`src/rtl/riscv_muldiv.sv`:
```
// Iterative RV32M multiply/divide: radix-2 shift-add multiplier, restoring divider.
// Latency: 33 cycles start->done (DATA_WIDTH iterations + FIN); 1 cycle for div-by-zero / signed overflow.
// Backpressure: none; busy stays high until done, and start is ignored unless the unit is idle.
// Ports: clk, rst_n (async, active-low); start/funct3/op_a/op_b request (sampled only in IDLE);
//        busy while an operation is in flight; done 1-cycle pulse with result (held until next done).
module riscv_muldiv #(
  parameter int DATA_WIDTH = 32
) (
  input  logic                  clk,
  input  logic                  rst_n,
  input  logic                  start,
  input  logic [2:0]            funct3,
  input  logic [DATA_WIDTH-1:0] op_a,
  input  logic [DATA_WIDTH-1:0] op_b,
  output logic                  busy,
  output logic                  done,
  output logic [DATA_WIDTH-1:0] result
);

  localparam int W  = DATA_WIDTH;
  localparam int CW = $clog2(DATA_WIDTH);

  localparam logic [1:0] S_IDLE = 2'd0;
  localparam logic [1:0] S_MUL  = 2'd1;
  localparam logic [1:0] S_DIV  = 2'd2;
  localparam logic [1:0] S_FIN  = 2'd3;

  localparam logic [W-1:0]  MIN_NEG = {1'b1, {(W-1){1'b0}}};
  localparam logic [CW-1:0] LAST    = CW'(W - 1);

  logic [1:0]     state_q, state_d;
  logic [2:0]     f3_q, f3_d;
  logic           neg_res_q, neg_res_d;   // negate product / quotient in FIN
  logic           neg_rem_q, neg_rem_d;   // remainder takes dividend sign
  logic [W-1:0]   opnd_q, opnd_d;         // multiplicand (MUL) or divisor (DIV) magnitude
  logic [2*W-1:0] acc_q, acc_d;           // MUL: product:multiplier, DIV: remainder:quotient
  logic [CW-1:0]  cnt_q, cnt_d;
  logic [W-1:0]   result_q, result_d;
  logic           done_q, done_d;

  // Operand decode, evaluated in IDLE
  logic         a_signed, b_signed, a_neg, b_neg, div_zero, div_ovf;
  logic [W-1:0] mag_a, mag_b;

  assign a_signed = (funct3 == 3'b001) || (funct3 == 3'b010) ||
                    (funct3 == 3'b100) || (funct3 == 3'b110);
  assign b_signed = (funct3 == 3'b001) || (funct3 == 3'b100) || (funct3 == 3'b110);
  assign a_neg    = a_signed & op_a[W-1];
  assign b_neg    = b_signed & op_b[W-1];
  assign mag_a    = a_neg ? -op_a : op_a;
  assign mag_b    = b_neg ? -op_b : op_b;
  assign div_zero = funct3[2] && (op_b == '0);
  assign div_ovf  = funct3[2] && !funct3[0] && (op_a == MIN_NEG) && (op_b == '1);

  // Iteration datapath
  logic [W:0]   mul_sum;
  logic [W:0]   div_rem_sh;
  logic [W+1:0] div_trial;
  logic         div_ge;

  assign mul_sum    = {1'b0, acc_q[2*W-1:W]} + {1'b0, opnd_q};
  // Shifted remainder can need W+1 bits when the divisor is close to 2^W.
  assign div_rem_sh = acc_q[2*W-1:W-1];
  assign div_trial  = {1'b0, div_rem_sh} - {2'b00, opnd_q};
  // A non-negative trial difference is always below 2^W, so both top bits are zero.
  assign div_ge     = (div_trial[W+1:W] == 2'b00);

  // Sign fix-up and result selection
  logic [2*W-1:0] fin_prod;
  logic [W-1:0]   fin_quo, fin_rem, fin_sel;

  assign fin_prod = neg_res_q ? -acc_q : acc_q;
  assign fin_quo  = neg_res_q ? -acc_q[W-1:0] : acc_q[W-1:0];
  assign fin_rem  = neg_rem_q ? -acc_q[2*W-1:W] : acc_q[2*W-1:W];

  always_comb begin
    case (f3_q)
      3'b000:                 fin_sel = fin_prod[W-1:0];
      3'b001, 3'b010, 3'b011: fin_sel = fin_prod[2*W-1:W];
      3'b100, 3'b101:         fin_sel = fin_quo;
      default:                fin_sel = fin_rem;
    endcase
  end

  always_comb begin
    state_d   = state_q;
    f3_d      = f3_q;
    neg_res_d = neg_res_q;
    neg_rem_d = neg_rem_q;
    opnd_d    = opnd_q;
    acc_d     = acc_q;
    cnt_d     = cnt_q;
    result_d  = result_q;
    done_d    = 1'b0;

    case (state_q)
      S_IDLE: begin
        if (start) begin
          f3_d  = funct3;
          cnt_d = '0;
          if (div_zero) begin
            // Preload the architectural answer and skip sign fix-up.
            acc_d     = {op_a, {W{1'b1}}};
            neg_res_d = 1'b0;
            neg_rem_d = 1'b0;
            state_d   = S_FIN;
          end else if (div_ovf) begin
            acc_d     = {{W{1'b0}}, MIN_NEG};
            neg_res_d = 1'b0;
            neg_rem_d = 1'b0;
            state_d   = S_FIN;
          end else if (funct3[2]) begin
            acc_d     = {{W{1'b0}}, mag_a};
            opnd_d    = mag_b;
            neg_res_d = a_neg ^ b_neg;
            neg_rem_d = a_neg;
            state_d   = S_DIV;
          end else begin
            acc_d     = {{W{1'b0}}, mag_b};
            opnd_d    = mag_a;
            neg_res_d = a_neg ^ b_neg;
            neg_rem_d = 1'b0;
            state_d   = S_MUL;
          end
        end
      end
      S_MUL: begin
        // Carry out of the add becomes the new top bit after the shift.
        acc_d = acc_q[0] ? {mul_sum, acc_q[W-1:1]} : {1'b0, acc_q[2*W-1:1]};
        cnt_d = cnt_q + CW'(1);
        if (cnt_q == LAST) state_d = S_FIN;
      end
      S_DIV: begin
        acc_d = div_ge ? {div_trial[W-1:0], acc_q[W-2:0], 1'b1}
                       : {div_rem_sh[W-1:0], acc_q[W-2:0], 1'b0};
        cnt_d = cnt_q + CW'(1);
        if (cnt_q == LAST) state_d = S_FIN;
      end
      S_FIN: begin
        result_d = fin_sel;
        done_d   = 1'b1;
        state_d  = S_IDLE;
      end
      default: state_d = S_IDLE;
    endcase
  end

  always_ff @(posedge clk or negedge rst_n) begin
    if (!rst_n) begin
      state_q   <= S_IDLE;
      f3_q      <= '0;
      neg_res_q <= 1'b0;
      neg_rem_q <= 1'b0;
      opnd_q    <= '0;
      acc_q     <= '0;
      cnt_q     <= '0;
      result_q  <= '0;
      done_q    <= 1'b0;
    end else begin
      state_q   <= state_d;
      f3_q      <= f3_d;
      neg_res_q <= neg_res_d;
      neg_rem_q <= neg_rem_d;
      opnd_q    <= opnd_d;
      acc_q     <= acc_d;
      cnt_q     <= cnt_d;
      result_q  <= result_d;
      done_q    <= done_d;
    end
  end

  assign busy   = (state_q != S_IDLE);
  assign done   = done_q;
  assign result = result_q;

endmodule

```
`config.mk`:
```
export PLATFORM = sky130hd
export DESIGN_NAME = riscv_muldiv
export DESIGN_NICKNAME = d
export VERILOG_FILES = /design/src/rtl/riscv_muldiv.sv
export SDC_FILE = /design/constraint.sdc
export NUM_CORES = 1
export LEC_CHECK = 0
export BUFFER_PORTS_ARGS = -buffer_cell sky130_fd_sc_hd__buf_4
export CELL_PAD_IN_SITES_DETAIL_PLACEMENT = 2
export CELL_PAD_IN_SITES_GLOBAL_PLACEMENT = 2
export CORE_MARGIN = 8
export CORE_UTILIZATION = 39
export DETAILED_ROUTE_END_ITERATION = 10
export GPL_TIMING_DRIVEN = 0
export PLACE_DENSITY_LB_ADDON = 0.1
export REMOVE_ABC_BUFFERS = 1
export SLEW_MARGIN = 20
export SYNTH_ARGS = -nofsm -noshare
export SYNTH_HDL_FRONTEND = slang
export SYNTH_SLANG_ARGS = --single-unit
```
`constraint.sdc`:
```
create_clock -name clk -period 5.2 [get_ports clk]
set_input_delay 0.52 -clock clk [delete_from_list [all_inputs] [get_ports clk]]
set_output_delay 0.52 -clock clk [all_outputs]
set_load 0.02 [all_outputs]
```
# [Word-level counts from Yosys, hierarchy flattened]
# Index checks and enable logic that the tools add are counted.
[totals] output_inout_bits=34 input_bits=70 wordCells=92 register_bits=141
[classes] n_bitwise=5 n_mux=28 n_addsub=8 eq_ne=17 n_reduce_logical=25
[op_table] cell="two-way mux 64 bit" count=5
[op_table] cell="two-way mux 32 bit" count=7
[op_table] cell="one-hot mux 64 bit (3 select lines)" count=1
[op_table] cell="negator 32 bit" count=4
[op_table] cell="one-hot mux 32 bit (3 select lines)" count=1
[op_table] cell="== test 32 bit, second input constant" count=2
[op_table] cell="negator 64 bit" count=1
[op_table] cell="subtractor 33 x 32 -> 34 bit" count=1
[op_table] cell="adder 32 x 32 -> 33 bit" count=1
[op_table] cell="zero test 32 bit" count=1
[op_table] cell="== test 3 bit, second input constant" count=4
[op_table] cell="two-way mux 2 bit" count=5
[op_table] cell="one-hot mux 5 bit (2 select lines)" count=1
[op_table] cell="== test 3 x 2 -> 1 bit, second input constant" count=3
[op_table] cell="AND reduction 2 bit" count=4
[op_table] cell="== test 3 x 1 -> 1 bit, second input constant" count=2
[op_table] cell="two-way mux 1 bit" count=6
[op_table] cell="one-hot mux 2 bit (3 select lines)" count=1
[op_table] cell="adder 5 x 1 -> 5 bit, second input constant" count=1
[op_table] cell="== test 5 bit, second input constant" count=1
[op_table] cell="logical OR 1 bit" count=5
[op_table] cell="two-way mux 5 bit" count=1
[op_table] cell="== test 2 bit, second input constant" count=2
[op_table] cell="logical AND 1 bit" count=4
[op_table] cell="other kinds (14)" count=19

# [Depth between registers and ports, before layout]
# Gate-level depths: netlist of the first run.
[depth] word_depth=11 mapped_depth=15 depth_no_buf=13

# [Worst setup path before layout of the first run]
# No wires, ideal clock.
[synth_path] path_kind="reg-to-reg" startpoint="reg acc_q[31]" endpoint="reg acc_q[51]" setup_time_ps=119 arrival_time_ps=3195 path_slack_ps=1886 path_stages_with_launch=15 synth_period_minus_slack_ps=3314 required_ps=5081 path_cell_list="dfrtp_1 -> inv_1 -> ha_1 -> inv_1 -> fa_1 -> a211oi_1 -> o211a_1 -> o31ai_4 -> o211ai_1 -> a311o_1 -> or4_4 -> nand2_1 -> buf_4 -> mux2_2 -> o21ba_2"
[synth_via] elab_chain_cells=4
[synth_lines] item="start, declared" line="36" rtl="logic [2*W-1:0] acc_q, acc_d;"
[synth_lines] item="start signal, assigned" line="155" rtl="acc_q <= '0;"
[synth_lines] item="start signal, assigned" line="165" rtl="acc_q <= acc_d;"
[synth_lines] item="subtractor 33 x 32 -> 34 bit *" line="64" rtl="assign div_trial = {1'b0, div_rem_sh} - {2'b00, opnd_q};"
[synth_lines] item="zero test 2 bit" line="66" rtl="assign div_ge = (div_trial[W+1:W] == 2'b00);"
[synth_lines] item="two-way mux 64 bit *" line="134" rtl="acc_d = div_ge ? {div_trial[W-1:0], acc_q[W-2:0], 1'b1}"
[synth_lines] item="one-hot mux 64 bit (3 select lines) *" line="96" rtl="case (state_q)"
# Mark *: on every way between the ends. The rest lies on a longest branch, timed or not.
# A chain may end at the register's enable or synchronous reset.

# [Worst setup path in the final report of the first run]
[layout_path] startpoint="reg acc_q[31]" endpoint="reg acc_q[39]"
# Same word-level chain as after synthesis.

==> flow_metrics.tcl, run 1 <==
set metrics [dict create \
    dieArea_sq_um 47120 \
    slew_violations 0 \
    portBuffers 103 \
    cp.depth 14 \
    first_pass_iters 5 \
    seq_area_frac_synth_pct 22.38 \
    chipWidth_um 217.1 \
    antenna_found_initial 1 \
    worst_path_most_repeated_cell "inv_1" \
    synthesis.instances 2167 \
    status "complete, no violations" \
    ctsRootBufferMaster "clkbuf_16" \
    slew_headroom_pct 25.19 \
    p_leak_nw 7.085 \
    async_reset_ff_share_pct 100.0 \
    path_clk_slew_ns 0.06 \
    worstSetupPathType "reg2reg" \
    postRouteAntennaNets 0 \
    nets 2288 \
    vias_per_cell 6.456 \
    ios 104 \
    die_h_um 217.1 \
    synth-seq-cells 141 \
    maxCapViolCount 0 \
    cp-end-kind "flip-flop" \
    grt-ovfl-total 0 \
    synth_area_sq_um 15770 \
    finalWorstSetupSlack_ns 0.4742 \
    gp_congestion 0.9238 \
    grt_max_degree 88 \
    slowest_delay_ns 0.69 \
    remaining_drc_errors 0 \
    grt_pass1_vias 18780 \
    synth_edf_count 0 \
    crit_family "compound AO/OA/AOI/OAI gates" \
    placed_cell_area_sq_um 16980 \
    routed_wl_mm 72.95 \
    hp-class "in2reg" \
    tightest_slew_ns 1.119 \
    crit_chain "inv_1 -> ha_1 -> inv_1 -> fa_1 -> a211oi_1 -> o211a_1 -> o31ai_4 -> o211ai_1 -> a311o_1 -> a21oi_2 -> nand2_2 -> buf_12 -> o21a_1 -> o41ai_2" \
    antenna_cells 0 \
    hold_depth 2 \
    final-hold-violation-count 0 \
    synth_cell_type_count 83 \
    slowest_stage "dfrtp_1" \
    final_cell_area_sq_um 17600 \
    finalCritPeriodShare_pct 90.88 \
    num_vias 17280 \
    rsz0062_at_grt "false" \
    min_from "funct3[1]" \
    crit_path_start "acc_q[31]$_DFFE_PN0P_" \
    dp_hpwl_mm 55.82 \
    h-tree-depth 4 \
    dpl_worst_slack_ns 0.3570 \
    cp_num_buf_inv 3 \
    cts_setup_buffers 0 \
    ir_drop_mv 0.4015 \
    grt_pass1_wl_mm 112.8 \
    regToRegStartpoint "acc_q[31]$_DFFE_PN0P_" \
    insertion_delay_ns 0.47 \
    p_per_area_nw_per_um2 871.1 \
    cts_tree "done" \
    mostFrequentLayoutCell "a21oi_1" \
    initial_core_util_pct 39.59 \
    regArea_sq_um 3532 \
    synthToLayoutAreaGrowth_pct 11.66 \
    finalSetupViolCount 0 \
    nFillCells 4642 \
    crit_fanout 20 \
    placeableCoreArea_sq_um 39820 \
    fmax_mhz 211.6 \
    multi_input_area_sq_um 11310 \
    yosysWarnings 0 \
    startpoint_type "flip-flop" \
    ff2ff_path_depth 14 \
    clockBufferDepth 2 \
    numClockSinks 141 \
    syn_avg_cell_area_sq_um 7.276 \
    numCtsBuffers 17 \
    drt-initial-drc-count 1149 \
    layout_common_cells "235 x a21oi_1, 219 x nand2_1, 199 x o21ai_0" \
    cp.arrival_ns 5.08 \
    skew_ns 0.01440 \
    core.rowCount 73 \
    wl_per_cell_um 27.25 \
    worstPathRequired_ns 5.56 \
    grt_usage_pct 30.56 \
    drive_above_1_share_pct 10.41 \
    fin_crit_ns 4.726 \
    synth_flop_cell "dfrtp_1" \
]
[where the power goes]
part           internal (mW)  leakage (nW)  switching, mW
Sequential              1.65          1.75           1.33
Combinational           4.26          5.05           6.75
Clock                  0.767         0.292          0.575
[per-layer routing]
metal  track usage (%)  up-vias  part of all wire [%]
met5                 0        -                     0
met4             11.02        0                   2.9
met3             4.272      107                   5.2
met2             49.50      475                    46
met1             41.10     8817                    46
li1                  -     7884                     -
[logic make-up (layout without fill, tap and decap cells)]
family / count (synthesis) / count (layout) / synth area share, %
flip-flops: 141 / 141 / 22.38
XOR/XNOR: 159 / 159 / 8.833
buffers and inverters: 261 / 246 / 6.547
AND/OR/NAND/NOR: 682 / 682 / 20.50
adder cells (fa/ha/maj): 78 / 78 / 6.285
AO/OA/AOI/OAI: 792 / 792 / 31.91
multiplexers: 54 / 54 / 3.547
[final timing paths]
kind                                         endpoint  slack (ns)
worst max-delay path            acc_q[39]$_DFFE_PN0P_        0.47
worst min register to register   cnt_q[4]$_DFFE_PN0P_        0.49
max in group asynchronous       neg_rem_q$_DFFE_PN0P_        3.75
worst min-delay path              f3_q[1]$_DFFE_PN0P_        0.33
worst max register to register  acc_q[39]$_DFFE_PN0P_        0.47
min in group asynchronous       acc_q[33]$_DFFE_PN0P_        0.58
[Yosys cell counts, types with 22 or more instances]
master | instances | share of area (%)
a21oi_1 | 236 | 7.5
nand2_1 | 220 | 5.2
o21ai_0 | 199 | 6.3
nor2_1 | 185 | 4.4
dfrtp_1 | 141 | 22
clkbuf_1 | 126 | 3.0
inv_1 | 96 | 2.3
xnor2_1 | 91 | 5.1
ha_1 | 76 | 6.0
xor2_1 | 68 | 3.8
nand3_1 | 56 | 1.8
nor3_1 | 51 | 1.6
mux2i_1 | 39 | 2.5
a21o_1 | 31 | 1.5
a31oi_1 | 28 | 1.1
a211oi_1 | 27 | 1.3
o31ai_1 | 26 | 1.2
a22oi_1 | 25 | 1.2
or3_1 | 24 | 0.95
o22ai_1 | 23 | 0.91
and3_1 | 22 | 0.87
nor4_1 | 22 | 0.87
[per-stage QoR]
| stage | total power, mW | cells | utilization (%) | hold slack (ns) | setup TNS, ns |
|---|---|---|---|---|---|
| 2_1_floorplan | 9.477 | 2002 | - | 0.2244 | -79.65 |
| 3_3_place_gp | 12.52 | 2630 | 41.49 | 0.4611 | -423.94 |
| 6_report | 15.34 | 2677 | 44.21 | 0.3259 | 0 |
| 5_1_grt | 16.37 | 2677 | 44.21 | 0.3330 | 0 |
| 4_1_cts | 15.19 | 2677 | 44.19 | 0.3087 | 0 |
| 3_5_place_dp | 13.71 | 2645 | 42.64 | 0.4784 | 0 |
[flip-flops by register name, summed over array words and instances, names as in the netlist]
register   count
acc_q         64
cnt_q          5
done           1
f3_q           3
neg_rem_q      1
neg_res_q      1
opnd_q        32
result        32
state_q        2
[area by class of cell]
class / count / share of cell area, %
clock buffers: 18 / 2.495
clock inverters: 13 / 0.9524
inverters: 96 / 2.047
multi-input cells: 1765 / 64.23
flip-flops and latches: 141 / 20.06
well taps: 525 / 3.731
repair buffers: 119 / 6.482
[what timing repair did]
item | in CTS | in global routing
hold buffers | 1 | 0
resized for setup | 0 | 0
endpoints found under the hold margin | 26 | 0
Note: power is estimated with default switching activity, not from simulation.
==> run 2: changes to the inputs <==
--- a/config.mk
+++ b/config.mk
@@ -9,9 +9,11 @@
 export CELL_PAD_IN_SITES_DETAIL_PLACEMENT = 2
 export CELL_PAD_IN_SITES_GLOBAL_PLACEMENT = 2
 export CORE_MARGIN = 8
-export CORE_UTILIZATION = 39
+export CORE_UTILIZATION = 30
+export CTS_CLUSTER_DIAMETER = 80
 export DETAILED_ROUTE_END_ITERATION = 10
 export GPL_TIMING_DRIVEN = 0
+export MAX_ROUTING_LAYER = met4
 export PLACE_DENSITY_LB_ADDON = 0.1
 export REMOVE_ABC_BUFFERS = 1
 export SLEW_MARGIN = 20
==> run 2 against run 1 <==
  * Register-to-register slack worse by 0.05 ns
  * Global-route usage is 5.3 points lower
  * Clock skew is 0.0026 ns lower
  * Maximum frequency is 1.1% lower
  * Die area is 28% higher
  * First-iteration DRC count is 17% lower
  * Worst setup slack worse by 0.054 ns
  * Critical endpoint is now acc_q[36]$_DFFE_PN0P_
  * Largest power group unchanged
==> flow_metrics.tcl, run 2 (synthesis results as in run 1) <==
set metrics [dict create \
    slowest_stage "dfrtp_1" \
    postRouteAntennaNets 0 \
    ir_drop_mv 0.5679 \
    cts_setup_buffers 0 \
    synthToLayoutAreaGrowth_pct 13.09 \
    nFillCells 6036 \
    insertion_delay_ns 0.50 \
    clockBufferDepth 2 \
    grt-ovfl-total 0 \
    worstPathRequired_ns 5.59 \
    placeableCoreArea_sq_um 52240 \
    regMostFlops "acc_q" \
    numCtsBuffers 17 \
    grt_max_degree 81 \
    ios 104 \
    first_pass_iters 5 \
    grt_usage_pct 25.25 \
    numClockSinks 141 \
    finalSetupViolCount 0 \
    grt_pass1_vias 17930 \
    layout_common_cells "235 x a21oi_1, 218 x nand2_1, 199 x o21ai_0" \
    fin_total_pwr_mw 15.26 \
    p_leak_nw 7.090 \
    num_vias 16840 \
    worst_path_most_repeated_cell "inv_1" \
    routed_wl_mm 74.48 \
    p_per_area_nw_per_um2 855.6 \
    slew_violations 0 \
    largest_register_ff_count 64 \
    cp-end-kind "flip-flop" \
    cts_tree "done" \
    cp_num_buf_inv 3 \
    finalCritPeriodShare_pct 91.93 \
    worstSetupPathType "reg2reg" \
    h-tree-depth 4 \
    maxCapViolCount 0 \
    hp-class "in2reg" \
    utilization_pct 34.14 \
    core.rowCount 84 \
    nets 2288 \
    dp_hpwl_mm 57.31 \
    path_clk_slew_ns 0.07 \
    drive_above_1_share_pct 10.50 \
    fin_hold_ws_ns 0.3023 \
    cts_resized 0 \
    startpoint_type "flip-flop" \
    tightest_slew_ns 1.102 \
    fin_crit_ns 4.780 \
    crit_fanout 26 \
    gp_congestion 0.8878 \
    grt_pass1_wl_mm 113.6 \
    initial_core_util_pct 30.18 \
    mostFrequentLayoutCell "a21oi_1" \
    cp.arrival_ns 5.17 \
    portBuffers 103 \
    postCtsHoldBufs 1 \
    skew_ns 0.01182 \
    drt-initial-drc-count 951 \
    die_h_um 245.2 \
    crit_family "compound AO/OA/AOI/OAI gates" \
    dieArea_sq_um 60150 \
    chipWidth_um 245.2 \
    antenna_found_initial 2 \
    final-hold-violation-count 0 \
    wl_per_cell_um 26.20 \
    remaining_drc_errors 0 \
    vias_per_cell 5.924 \
    slowest_delay_ns 0.75 \
    slew_headroom_pct 25.85 \
    ctsRootBufferMaster "clkbuf_16" \
    status "complete, no violations" \
    rsz0062_at_grt "false" \
    crit_chain "inv_1 -> ha_1 -> inv_1 -> fa_1 -> a211oi_1 -> o211a_1 -> o31ai_4 -> o211ai_1 -> a311o_1 -> a21oi_2 -> nand2_2 -> buf_12 -> mux2i_1 -> o31ai_1" \
    fmax_mhz 209.2 \
]
## run 2: worst paths after layout
check | cells after the start | startpoint | slack, ns | to
worst max-delay path | 14 | acc_q[31]$_DFFE_PN0P_ | 0.42 | acc_q[36]$_DFFE_PN0P_
worst min register to register | 2 | cnt_q[4]$_DFFE_PN0P_ | 0.49 | cnt_q[4]$_DFFE_PN0P_
min in group asynchronous | 2 | rst_n | 0.58 | done$_DFF_PN0_
worst max register to register | 14 | acc_q[31]$_DFFE_PN0P_ | 0.42 | acc_q[36]$_DFFE_PN0P_
worst min-delay path | 2 | funct3[1] | 0.30 | f3_q[1]$_DFFE_PN0P_
max in group asynchronous | 3 | rst_n | 3.72 | neg_rem_q$_DFFE_PN0P_
## run 2: layout make-up
class	instances	area, sq um	area share, %
tap	688	860.8	4.828
inverter	96	360.3	2.021
antenna	2	5.005	0.02807
timing repair buffer	119	1149	6.442
clock inverter	14	157.7	0.8841
clock buffer	18	439.2	2.463
multi-input combinational	1765	11320	63.51
sequential	141	3535	19.82
## run 2: through the flow
stage,setup slack [ns],instance area (sq um),instances,setup TNS [ns]
floorplan,-2.151,15090,2002,-79.65
global placement,-8.972,16730,2793,-487.61
detailed placement,0.3319,17210,2808,0
CTS,0.3152,17820,2841,0
global route,0.2834,17830,2842,0
finish,0.4197,17830,2843,0
## run 2: where the power goes
part	internal, mW	switching (mW)	leakage [nW]
Clock	0.728	0.611	0.290
Combinational	4.27	6.72	5.05
Sequential	1.65	1.28	1.75
Total	6.65	8.61	7.09
## run 2: layer usage
metal | part of all wire (%) | track usage, % | vias to the layer above
met5 | 0 | - | -
met4 | 2.4 | 7.466 | 0
met3 | 3.5 | 3.228 | 81
met2 | 45 | 39.36 | 356
met1 | 49 | 33.91 | 8525
li1 | - | - | 7881
